<file path="src/rtl/mips_fetch_pkg.sv">
// -----------------------------------------------------------------------------
// mips_fetch_pkg
// Types and constants shared by the instruction fetch stage:
//   fetch_state_e : fetch FSM states (IDLE / REQ / DRAIN)
//   fetch_entry_t : one fetched entry {pc, instr, fault}
//   NOP_INSTR     : all-zero instruction word
//   word_align()  : clears the byte-offset bits of an address
// -----------------------------------------------------------------------------
package mips_fetch_pkg;

    typedef enum logic [1:0] {
        IDLE  = 2'd0,  // no held request
        REQ   = 2'd1,  // imem_req high, waiting for imem_gnt
        DRAIN = 2'd2   // after a flush, discarding outstanding responses
    } fetch_state_e;

    typedef struct packed {
        logic [31:0] pc;
        logic [31:0] instr;
        logic        fault;
    } fetch_entry_t;

    localparam logic [31:0] NOP_INSTR = 32'h0000_0000;

    function automatic logic [31:0] word_align(input logic [31:0] addr);
        return {addr[31:2], 2'b00};
    endfunction

endpackage

</file>
<file path="src/rtl/fetch_fifo.sv">
// -----------------------------------------------------------------------------
// fetch_fifo
// Synchronous FIFO with a registered occupancy count. Storage is not reset;
// consumers must qualify dout_o with empty_o.
// Ports:
//   clk, rst        clock, synchronous active-high reset
//   clear_i         drop all contents (wins over push/pop in the same cycle)
//   push_i, din_i   write an entry (accepted when not full, or full and popping)
//   pop_i, dout_o   remove the head entry; dout_o shows the head
//   full_o, empty_o occupancy flags
//   count_o         number of stored entries
// Parameters: WIDTH (entry bits), DEPTH (entries, power of two, >= 2)
// -----------------------------------------------------------------------------
module fetch_fifo #(
    parameter int WIDTH = 32,
    parameter int DEPTH = 2
) (
    input  logic                     clk,
    input  logic                     rst,
    input  logic                     clear_i,
    input  logic                     push_i,
    input  logic [WIDTH-1:0]         din_i,
    input  logic                     pop_i,
    output logic [WIDTH-1:0]         dout_o,
    output logic                     full_o,
    output logic                     empty_o,
    output logic [$clog2(DEPTH):0]   count_o
);

    localparam int AW   = $clog2(DEPTH);
    localparam int CNTW = AW + 1;

    logic [WIDTH-1:0] mem_q [DEPTH];
    logic [AW-1:0]    wr_ptr_q;
    logic [AW-1:0]    rd_ptr_q;
    logic [AW:0]      count_q;
    logic             do_push;
    logic             do_pop;

    assign full_o  = (count_q == CNTW'(DEPTH));
    assign empty_o = (count_q == '0);
    assign count_o = count_q;
    assign dout_o  = mem_q[rd_ptr_q];

    // A push into a full FIFO is legal when the head leaves in the same cycle.
    assign do_pop  = pop_i && !empty_o;
    assign do_push = push_i && (!full_o || do_pop);

    always_ff @(posedge clk) begin
        if (rst || clear_i) begin
            wr_ptr_q <= '0;
            rd_ptr_q <= '0;
            count_q  <= '0;
        end else begin
            if (do_push) begin
                wr_ptr_q <= wr_ptr_q + AW'(1);
            end
            if (do_pop) begin
                rd_ptr_q <= rd_ptr_q + AW'(1);
            end
            count_q <= count_q + CNTW'(do_push) - CNTW'(do_pop);
        end
    end

    always_ff @(posedge clk) begin
        if (do_push && !rst && !clear_i) begin
            mem_q[wr_ptr_q] <= din_i;
        end
    end

endmodule

</file>
<file path="src/rtl/instr_fetch_unit.sv">
// -----------------------------------------------------------------------------
// instr_fetch_unit
// MIPS32 instruction fetch stage. Takes fetch addresses from the PC, issues
// word-aligned requests to instruction memory (req/gnt), pairs the in-order
// responses with their PCs and buffers up to DEPTH entries for decode.
// A flush discards everything buffered or in flight; responses still owed by
// memory are absorbed in the DRAIN state.
//
// Handshakes: a transfer happens on a rising clk edge where valid and ready
// (pc_valid/pc_ready, if_valid/if_ready, imem_req/imem_gnt) are both high.
// A requester keeps valid and its payload stable until the transfer.
//
// Ports:
//   clk, rst                   clock, synchronous active-high reset
//   pc_valid, pc, pc_ready     fetch address from the PC
//   flush                      redirect: drop buffered and in-flight fetches
//   imem_req, imem_addr,
//   imem_gnt                   memory request channel
//   imem_rvalid, imem_rdata    memory response channel (grant order)
//   if_valid, if_instr, if_pc,
//   if_fault, if_ready         decode channel
//   state_dbg                  current fetch FSM state
//
// Optional feature macro: FETCH_ALIGN_CHECK_EN
//   defined   : misaligned pc produces a fault entry instead of a memory access
//   undefined : pc[1:0] ignored for addressing, if_fault tied low
// -----------------------------------------------------------------------------
module instr_fetch_unit
    import mips_fetch_pkg::*;
#(
    parameter int DEPTH = 2
) (
    input  logic         clk,
    input  logic         rst,
    input  logic         pc_valid,
    input  logic [31:0]  pc,
    output logic         pc_ready,
    input  logic         flush,
    output logic         imem_req,
    output logic [31:0]  imem_addr,
    input  logic         imem_gnt,
    input  logic         imem_rvalid,
    input  logic [31:0]  imem_rdata,
    output logic         if_valid,
    output logic [31:0]  if_instr,
    output logic [31:0]  if_pc,
    output logic         if_fault,
    input  logic         if_ready,
    output fetch_state_e state_dbg
);

    localparam int CW = $clog2(DEPTH) + 2;  // credit arithmetic width
    localparam int NW = $clog2(DEPTH) + 1;  // FIFO count width

    fetch_state_e  state_q;
    logic          imem_req_q;
    logic [31:0]   imem_addr_q;
    logic [CW-1:0] outst_q;
    logic [CW-1:0] outst_d;

    logic [31:0]   pend_pc;
    logic          pend_full;
    logic          pend_empty;
    logic [NW-1:0] pend_count;

    fetch_entry_t  out_din;
    fetch_entry_t  out_head;
    logic          out_full;
    logic          out_empty;
    logic          out_push;
    logic          out_pop;
    logic [NW-1:0] out_count;

    logic [CW-1:0] credits;
    logic          base_ready;
    logic          misaligned;
    logic          accept;
    logic          issue;
    logic          gnt_fire;
    logic          resp;
    logic          resp_keep;
    logic          unused_sigs;

    // Every fetch owns a credit from acceptance until decode takes it (or a
    // flush drops it), so the output buffer can never overflow.
    always_comb begin
        credits    = outst_q + CW'(state_q == REQ) + CW'(out_count);
        base_ready = !rst && !flush && (state_q == IDLE) && (credits < CW'(DEPTH));
    end

`ifdef FETCH_ALIGN_CHECK_EN
    // A fault entry bypasses memory, so it may only enter the buffer once
    // every earlier fetch has returned, keeping decode order intact.
    assign misaligned = (pc[1:0] != 2'b00);
    assign pc_ready   = base_ready && (!misaligned || (outst_q == '0));
`else
    assign misaligned = 1'b0;
    assign pc_ready   = base_ready;
`endif

    assign accept   = pc_valid && pc_ready;
    assign issue    = accept && !misaligned;
    // A grant in the flush cycle still counts: that response will arrive.
    assign gnt_fire = (state_q == REQ) && imem_gnt;
    // Responses with nothing outstanding (e.g. left over from before a reset)
    // are ignored.
    assign resp     = imem_rvalid && (outst_q != '0);
    assign resp_keep = resp && (state_q != DRAIN) && !flush && !pend_empty;
    assign outst_d  = outst_q + CW'(gnt_fire) - CW'(resp);

    always_comb begin
        out_din = '{pc: pend_pc, instr: imem_rdata, fault: 1'b0};
        if (accept && misaligned) begin
            out_din = '{pc: pc, instr: NOP_INSTR, fault: 1'b1};
        end
    end

    assign out_push = resp_keep || (accept && misaligned);
    assign out_pop  = if_valid && if_ready;

    fetch_fifo #(
        .WIDTH (32),
        .DEPTH (DEPTH)
    ) u_pending_fifo (
        .clk     (clk),
        .rst     (rst),
        .clear_i (flush),
        .push_i  (issue),
        .din_i   (pc),
        .pop_i   (resp_keep),
        .dout_o  (pend_pc),
        .full_o  (pend_full),
        .empty_o (pend_empty),
        .count_o (pend_count)
    );

    fetch_fifo #(
        .WIDTH ($bits(fetch_entry_t)),
        .DEPTH (DEPTH)
    ) u_out_buffer (
        .clk     (clk),
        .rst     (rst),
        .clear_i (flush),
        .push_i  (out_push),
        .din_i   (out_din),
        .pop_i   (out_pop),
        .dout_o  (out_head),
        .full_o  (out_full),
        .empty_o (out_empty),
        .count_o (out_count)
    );

    // Fetch FSM with registered request outputs.
    always_ff @(posedge clk) begin
        if (rst) begin
            state_q     <= IDLE;
            imem_req_q  <= 1'b0;
            imem_addr_q <= '0;
            outst_q     <= '0;
        end else begin
            outst_q <= outst_d;
            if (flush) begin
                imem_req_q <= 1'b0;
                state_q    <= (outst_d != '0) ? DRAIN : IDLE;
            end else begin
                case (state_q)
                    IDLE: begin
                        if (issue) begin
                            imem_addr_q <= word_align(pc);
                            imem_req_q  <= 1'b1;
                            state_q     <= REQ;
                        end
                    end
                    REQ: begin
                        if (imem_gnt) begin
                            imem_req_q <= 1'b0;
                            state_q    <= IDLE;
                        end
                    end
                    DRAIN: begin
                        if (outst_d == '0) begin
                            state_q <= IDLE;
                        end
                    end
                    default: begin
                        state_q    <= IDLE;
                        imem_req_q <= 1'b0;
                    end
                endcase
            end
        end
    end

    assign imem_req  = imem_req_q;
    assign imem_addr = imem_addr_q;
    assign state_dbg = state_q;

    // Decode-side outputs read zero whenever the buffer is empty.
    assign if_valid = !out_empty;
    assign if_instr = out_empty ? NOP_INSTR : out_head.instr;
    assign if_pc    = out_empty ? 32'h0 : out_head.pc;
`ifdef FETCH_ALIGN_CHECK_EN
    assign if_fault = !out_empty && out_head.fault;
`else
    assign if_fault = 1'b0;
`endif

    assign unused_sigs = &{1'b0, pend_full, pend_count, out_full, out_head.fault};

endmodule

</file>
<file path="config.mk">
export PLATFORM = sky130hd
export DESIGN_NAME = instr_fetch_unit
export DESIGN_NICKNAME = d
export VERILOG_FILES = /design/src/rtl/mips_fetch_pkg.sv /design/src/rtl/fetch_fifo.sv /design/src/rtl/instr_fetch_unit.sv
export SDC_FILE = /design/constraint.sdc
export NUM_CORES = 1
export LEC_CHECK = 0
export CORE_MARGIN = 4
export CORE_UTILIZATION = 30
export DETAILED_ROUTE_END_ITERATION = 6
export GPL_TIMING_DRIVEN = 0
export PLACE_DENSITY = 0.54
export SYNTH_ARGS = -nofsm -noshare
export SYNTH_HDL_FRONTEND = slang
export SYNTH_SLANG_ARGS = --single-unit
</file>
<file path="constraint.sdc">
create_clock -name clk -period 31.7 [get_ports clk]
set_clock_uncertainty 0.1 [all_clocks]
set_input_delay 7.925 -clock clk [delete_from_list [all_inputs] [get_ports clk]]
set_output_delay 7.925 -clock clk [all_outputs]
set_load 0.02 [all_outputs]
</file>
### Yosys cells after proc, flatten, opt, wreduce, memory -nomap -nowiden

Memories as Yosys holds them, arrays and structs flattened. A register that Yosys moved wholly into a read port is not among the register bits.
Index checks and enable logic that the tools add are counted.

| cells by class | value |
|---|---|
| $add $sub $neg | 12 |
| magnitude comparators | 1 |
| equality and inequality tests | 10 |
| mux-type cells | 19 |
| bitwise logic cells | 2 |
| reduce and logical (&&, ||, !) cells | 37 |

Operators with widths:

| cell | number |
|---|---|
| 32-bit 2-to-1 mux | 2 |
| 1-bit logical AND | 18 |
| 1-bit 2-to-1 mux | 10 |
| 2-bit 2-to-1 mux | 5 |
| 3-bit AND reduction | 3 |
| 3-bit by 1-bit adder with 3-bit output | 2 |
| 2-bit equality test (second input constant) | 3 |
| 1-bit zero test | 6 |
| 2-bit zero test | 3 |
| 3-bit != test (second input constant) | 2 |
| 2-bit one-hot mux with 3 select lines | 1 |
| 3-bit nonzero test | 2 |
| 1-bit adder (second input constant) | 4 |
| 2-bit by 1-bit adder with 2-bit output | 2 |
| 2-bit != test (second input constant) | 2 |
| 2-bit by 1-bit subtractor with 2-bit output | 2 |
| 3-bit by 2-bit adder with 3-bit output | 1 |
| 3-bit zero test | 1 |
| 1-bit logical OR | 3 |
| 3-bit by 2-bit less-than comparator with 1-bit output (second input constant) | 1 |
| 3-bit by 2-bit != test with 1-bit output (second input constant) | 1 |
| 1-bit one-hot mux with 3 select lines | 1 |
| 3-bit by 1-bit subtractor with 3-bit output | 1 |
| 2-bit by 1-bit equality test with 1-bit output (second input constant) | 1 |
| other kinds (3) | 4 |

| word-level totals | value |
|---|---|
| register bits | 44 |
| memory bits (writable) | 192 |
| bits of input ports | 71 |
| output and inout bits | 102 |
| word-level logic and storage cells | 93 |
| memories kept | 2 |

Memories:

| name | words | bits a word | rd ports | clocked after Yosys merged registers in | wr ports | line | source |
|---|---|---|---|---|---|---|---|
| u_out_buffer.mem_q | 2 | 64 | 1 | 1 | 1 | fetch_fifo.sv:33 | `logic [WIDTH-1:0] mem_q [DEPTH];` |
| u_pending_fifo.mem_q | 2 | 32 | 1 | 1 | 1 | fetch_fifo.sv:33 |  |

### Depth between registers and ports, before layout

| depth | value |
|---|---|
| depth in word-level cells | 12 |
| depth in mapped cells | 10 |
| mapped depth without buffers | 10 |

### Hierarchy

Synthesis repeated with hierarchy kept, for this count alone.

| unflattened totals | value |
|---|---|
| cell total of the unflattened synthesis | 578 |
| area, all modules | 9599.2 um2 |

By module, submodules not included:

| module | instances | cells an instance | area each (um2) | sequential area each (um2) |
|---|---|---|---|---|
| fetch_fifo (u_out_buffer) | 1 | 232 | 4921.0 | 4003.8 |
| fetch_fifo (u_pending_fifo) | 1 | 130 | 2551.2 | 2021.9 |
| instr_fetch_unit | 1 | 216 | 2127.0 | 720.7 |

### Worst setup path after synthesis

No wires, ideal clock.

| timing path | value |
|---|---|
| path type | input-to-output |
| from | input rst |
| to | output pc_ready |
| data arrival time | 9.334 ns |
| required time | 23.675 ns |
| setup slack | 14.341 ns |
| stages on the path | 5 |
| buffers on the path | 2 |
| path through | buf_2 > or2_2 > buf_2 > or4_1 > nor2_1 |

| on the way | value |
|---|---|
| cells in the longest elaborated chain, start to end | 4 |

RTL lines:

| what | line | source |
|---|---|---|
| start: declaration | instr_fetch_unit.sv:34 | `input logic rst,` |
| 1-bit zero test | instr_fetch_unit.sv:88 | `base_ready = !rst && !flush && (state_q == IDLE) && (credits < CW'(DEPTH));` |
| 1-bit logical AND (3 in a row) | instr_fetch_unit.sv:88 |  |
| end: declaration | instr_fetch_unit.sv:37 | `output logic pc_ready,` |

No other way between the ends.

### Worst setup path after layout

| timing path | value |
|---|---|
| from | input flush |
| to | output pc_ready |

| on the way | value |
|---|---|
| cells in the longest elaborated chain, start to end | 4 |

RTL lines:

| what | line | source |
|---|---|---|
| start: declaration | instr_fetch_unit.sv:38 | `input logic flush,` |
| 1-bit zero test | instr_fetch_unit.sv:88 |  |
| 1-bit logical AND (3 in a row) | instr_fetch_unit.sv:88 |  |

No other way between the ends.

==> flow_summary.toml <==
[outcome]
outcome = "finished clean"

[logic_synthesis]
synth_cells = 598
synth_ff_type = "edfxtp_1"
synth-seq-area-share_pct = 74.0
synth_commonest_cells = "192 x edfxtp_1, 80 x nor2_1, 65 x mux2i_1, 64 x nand2_1, 46 x dfxtp_1"
yosysTopAreaCell = "edfxtp_1"
yosysMostFrequentCell = "edfxtp_1"
yosys.cell_types.count = 40
synth_area_leaders = "edfxtp_1 64%, dfxtp_1 10%, mux2i_1 7.2%"
synth-edff-count = 192
synthesis.area_um2 = 9030
synthArstFlopShare_pct = 0
ys_ff_latch = 238
synth_top_area_share_pct = 63.8
synth_warnings = 0
syn_area_per_cell_um2 = 15.1

[flow_run]
maxCapViolCount = 0

[placed_design]
placed_area_um2 = 11400
io_buffers = 168
dp_hpwl_um = 14100
place_congestion = 0.748

[floorplanning]
fp.coreArea_um2 = 29600
rows = 63
die_y_um = 182
die_x_um = 182
die_area_um2 = 33000
io_pins = 173
start_util_pct = 30.5

[timing]
layout_min_cycle_time_ps = 18270
maxSlewHeadroom_pct = 34.4
finalSetupTns_ps = 0
max_freq_mhz = 54.7
slew_viol_final = 0
worst_slew_pin_slew_ps = 976
setup_violations = 0
hold_viol_final = 0
final.period_utilization_pct = 57.6
rsz0062_at_grt = "no"

[critical_path]
r2r_start = "outst_q[1]"
crit_required_ps = 23680
critPathMaxFanout = 10
reg2reg_to = "u_out_buffer.mem_q[0][17]"
worstSetupEndpointType = "primary output"
startpoint_type = "input port"
critPathKind = "input port to primary output"
rr_worst_depth = 10
arrival_ps = 10240
rrSetupSlack_ps = 27960

[route]
post_drt_wl_per_cell_um = 17.1
drt_iter0_drc = 248
firstDrtPassIters = 4
wirelength_um = 20800
viasPerCell = 4.32
dr_total_vias = 5264
drc = 0
drtAntennaViolNets = 0

[finish]
antenna_cells = 0
area_growth_syn_to_layout_pct = 36.0
nets = 888
stdcell_area_um2 = 12300
drive_above_1_share_pct = 14.0

[power]
p_per_area_nw_per_um2 = 58.9
p_leak_nw = 4.03
ir_drop_v = 0.0000302

[clock_tree]
cts_made_buffers = 26
clkTransAtPathRegs_ps = 60
clock_sinks = 238
post_cts_buffers = 0
clockBufferDepth = 3
holdBufCountCts = 0
cts_resized = 0
insertion_delay_ps = 520
cts_htree_levels = 1
tritoncts = "done"
clockRootBuffer = "clkbuf_16"

[grt]
grt_max_degree = 41
grt_overflow = 0
grt_util_all_layers_pct = 12.1
grt_pass1_wl_um = 31100
grt_pass1_vias = 5358
antenna_found_initial = 0

[worst_hold_path]
hp-class = "register to register"
min_path_cells = 2
min-delay-start = "imem_addr[23]"
hold_end = "imem_addr[23]"
## area by class of cell
type	instances	area, µm²
Clock buffer	36	728
Inverter	10	37.5
Sequential cell	238	6690
Multi-Input combinational cell	319	2150
Fill cell	2780	17400
Timing Repair Buffer	181	1830
Buffer	33	191
Clock inverter	12	173
Tap cell	390	488
## critical path, stage by stage
cell             delay, ps
clkdlybuf4s50_1        510
or2_2                  360
buf_2                  200
or4_1                  480
nor2_1                 140
clkdlybuf4s50_1        620
## metal layers
metal	vias up	GRT usage, %	wire length, µm	part of all wire [%]
li1	2571	-	-	-
met1	2526	15.7	9110	44
met2	145	20.5	9930	48
met3	22	3.37	1530	7.4
met4	0	2.52	226	1.1
met5	-	0	0	0
## worst max-delay path by stage
stage / start / to / slack (ps) / cells past startpoint
finish: flush / pc_ready / 13430 / 6
global route: flush / pc_ready / 13340 / 6
CTS: flush / pc_ready / 13420 / 6
detailed placement: flush / pc_ready / 13440 / 6
global placement: imem_rvalid / u_out_buffer.mem_q[0][17] / 10860 / 4
floorplan: rst / pc_ready / 14340 / 5
## cells by family after synthesis
| family | share of synthesized area, % |
|---|---|
| XOR/XNOR | 0.776 |
| AO/OA/AOI/OAI | 2.80 |
| AND/OR/NAND/NOR | 7.37 |
| adder cells (fa/ha/maj) | 1.27 |
| buffers and inverters | 2.53 |
| multiplexers | 11.2 |
| flip-flops | 74.0 |
| other | 0.0415 |
## stage by stage
step	setup WS (ps)	cells	hold WS [ps]	utilization (%)	power, mW
after detailed placement	13440	1171	347	38.4	0.419
after CTS	13420	1219	354	41.4	0.734
after global routing	13340	1219	367	41.4	0.754
after floorplan	14340	600	346	-	0.390
final	13430	1219	351	41.4	0.723
after global placement	10860	1158	342	37.8	0.418
## where the power goes
part	switching (mW)	internal, mW	total (mW)
clock network	0.118	0.193	0.311
registers	0.00553	0.347	0.352
logic	0.0313	0.0282	0.0595
total	0.155	0.568	0.723
## cells in the final DEF, fill, tap and decap left out, types with 3 or more instances in the layout
| cell | count |
|---|---|
| inv_1 | 10 |
| mux2_2 | 32 |
| buf_4 | 11 |
| bufinv_16 | 4 |
| nand2_1 | 64 |
| buf_6 | 8 |
| buf_2 | 9 |
| xnor2_1 | 5 |
| mux2i_1 | 65 |
| ha_1 | 6 |
| clkinv_2 | 5 |
| clkbuf_1 | 16 |
| edfxtp_1 | 192 |
| clkdlybuf4s50_1 | 168 |
| clkbuf_8 | 4 |
| dfxtp_1 | 46 |
| clkbuf_16 | 26 |
| conb_1 | 3 |
| xor2_1 | 3 |
| buf_1 | 5 |
| a21oi_1 | 32 |
| nor2_1 | 79 |
## sequential cells by signal, summed over array words and instances (netlist names), 2 cells and up, named ones only
signal,flops
imem_addr,30
outst_q,3
state_dbg,2
u_out_buffer.count_o,2
u_out_buffer.mem_q,128
u_pending_fifo.count_o,2
u_pending_fifo.mem_q,64
Note: power is estimated with default switching activity, not from simulation.
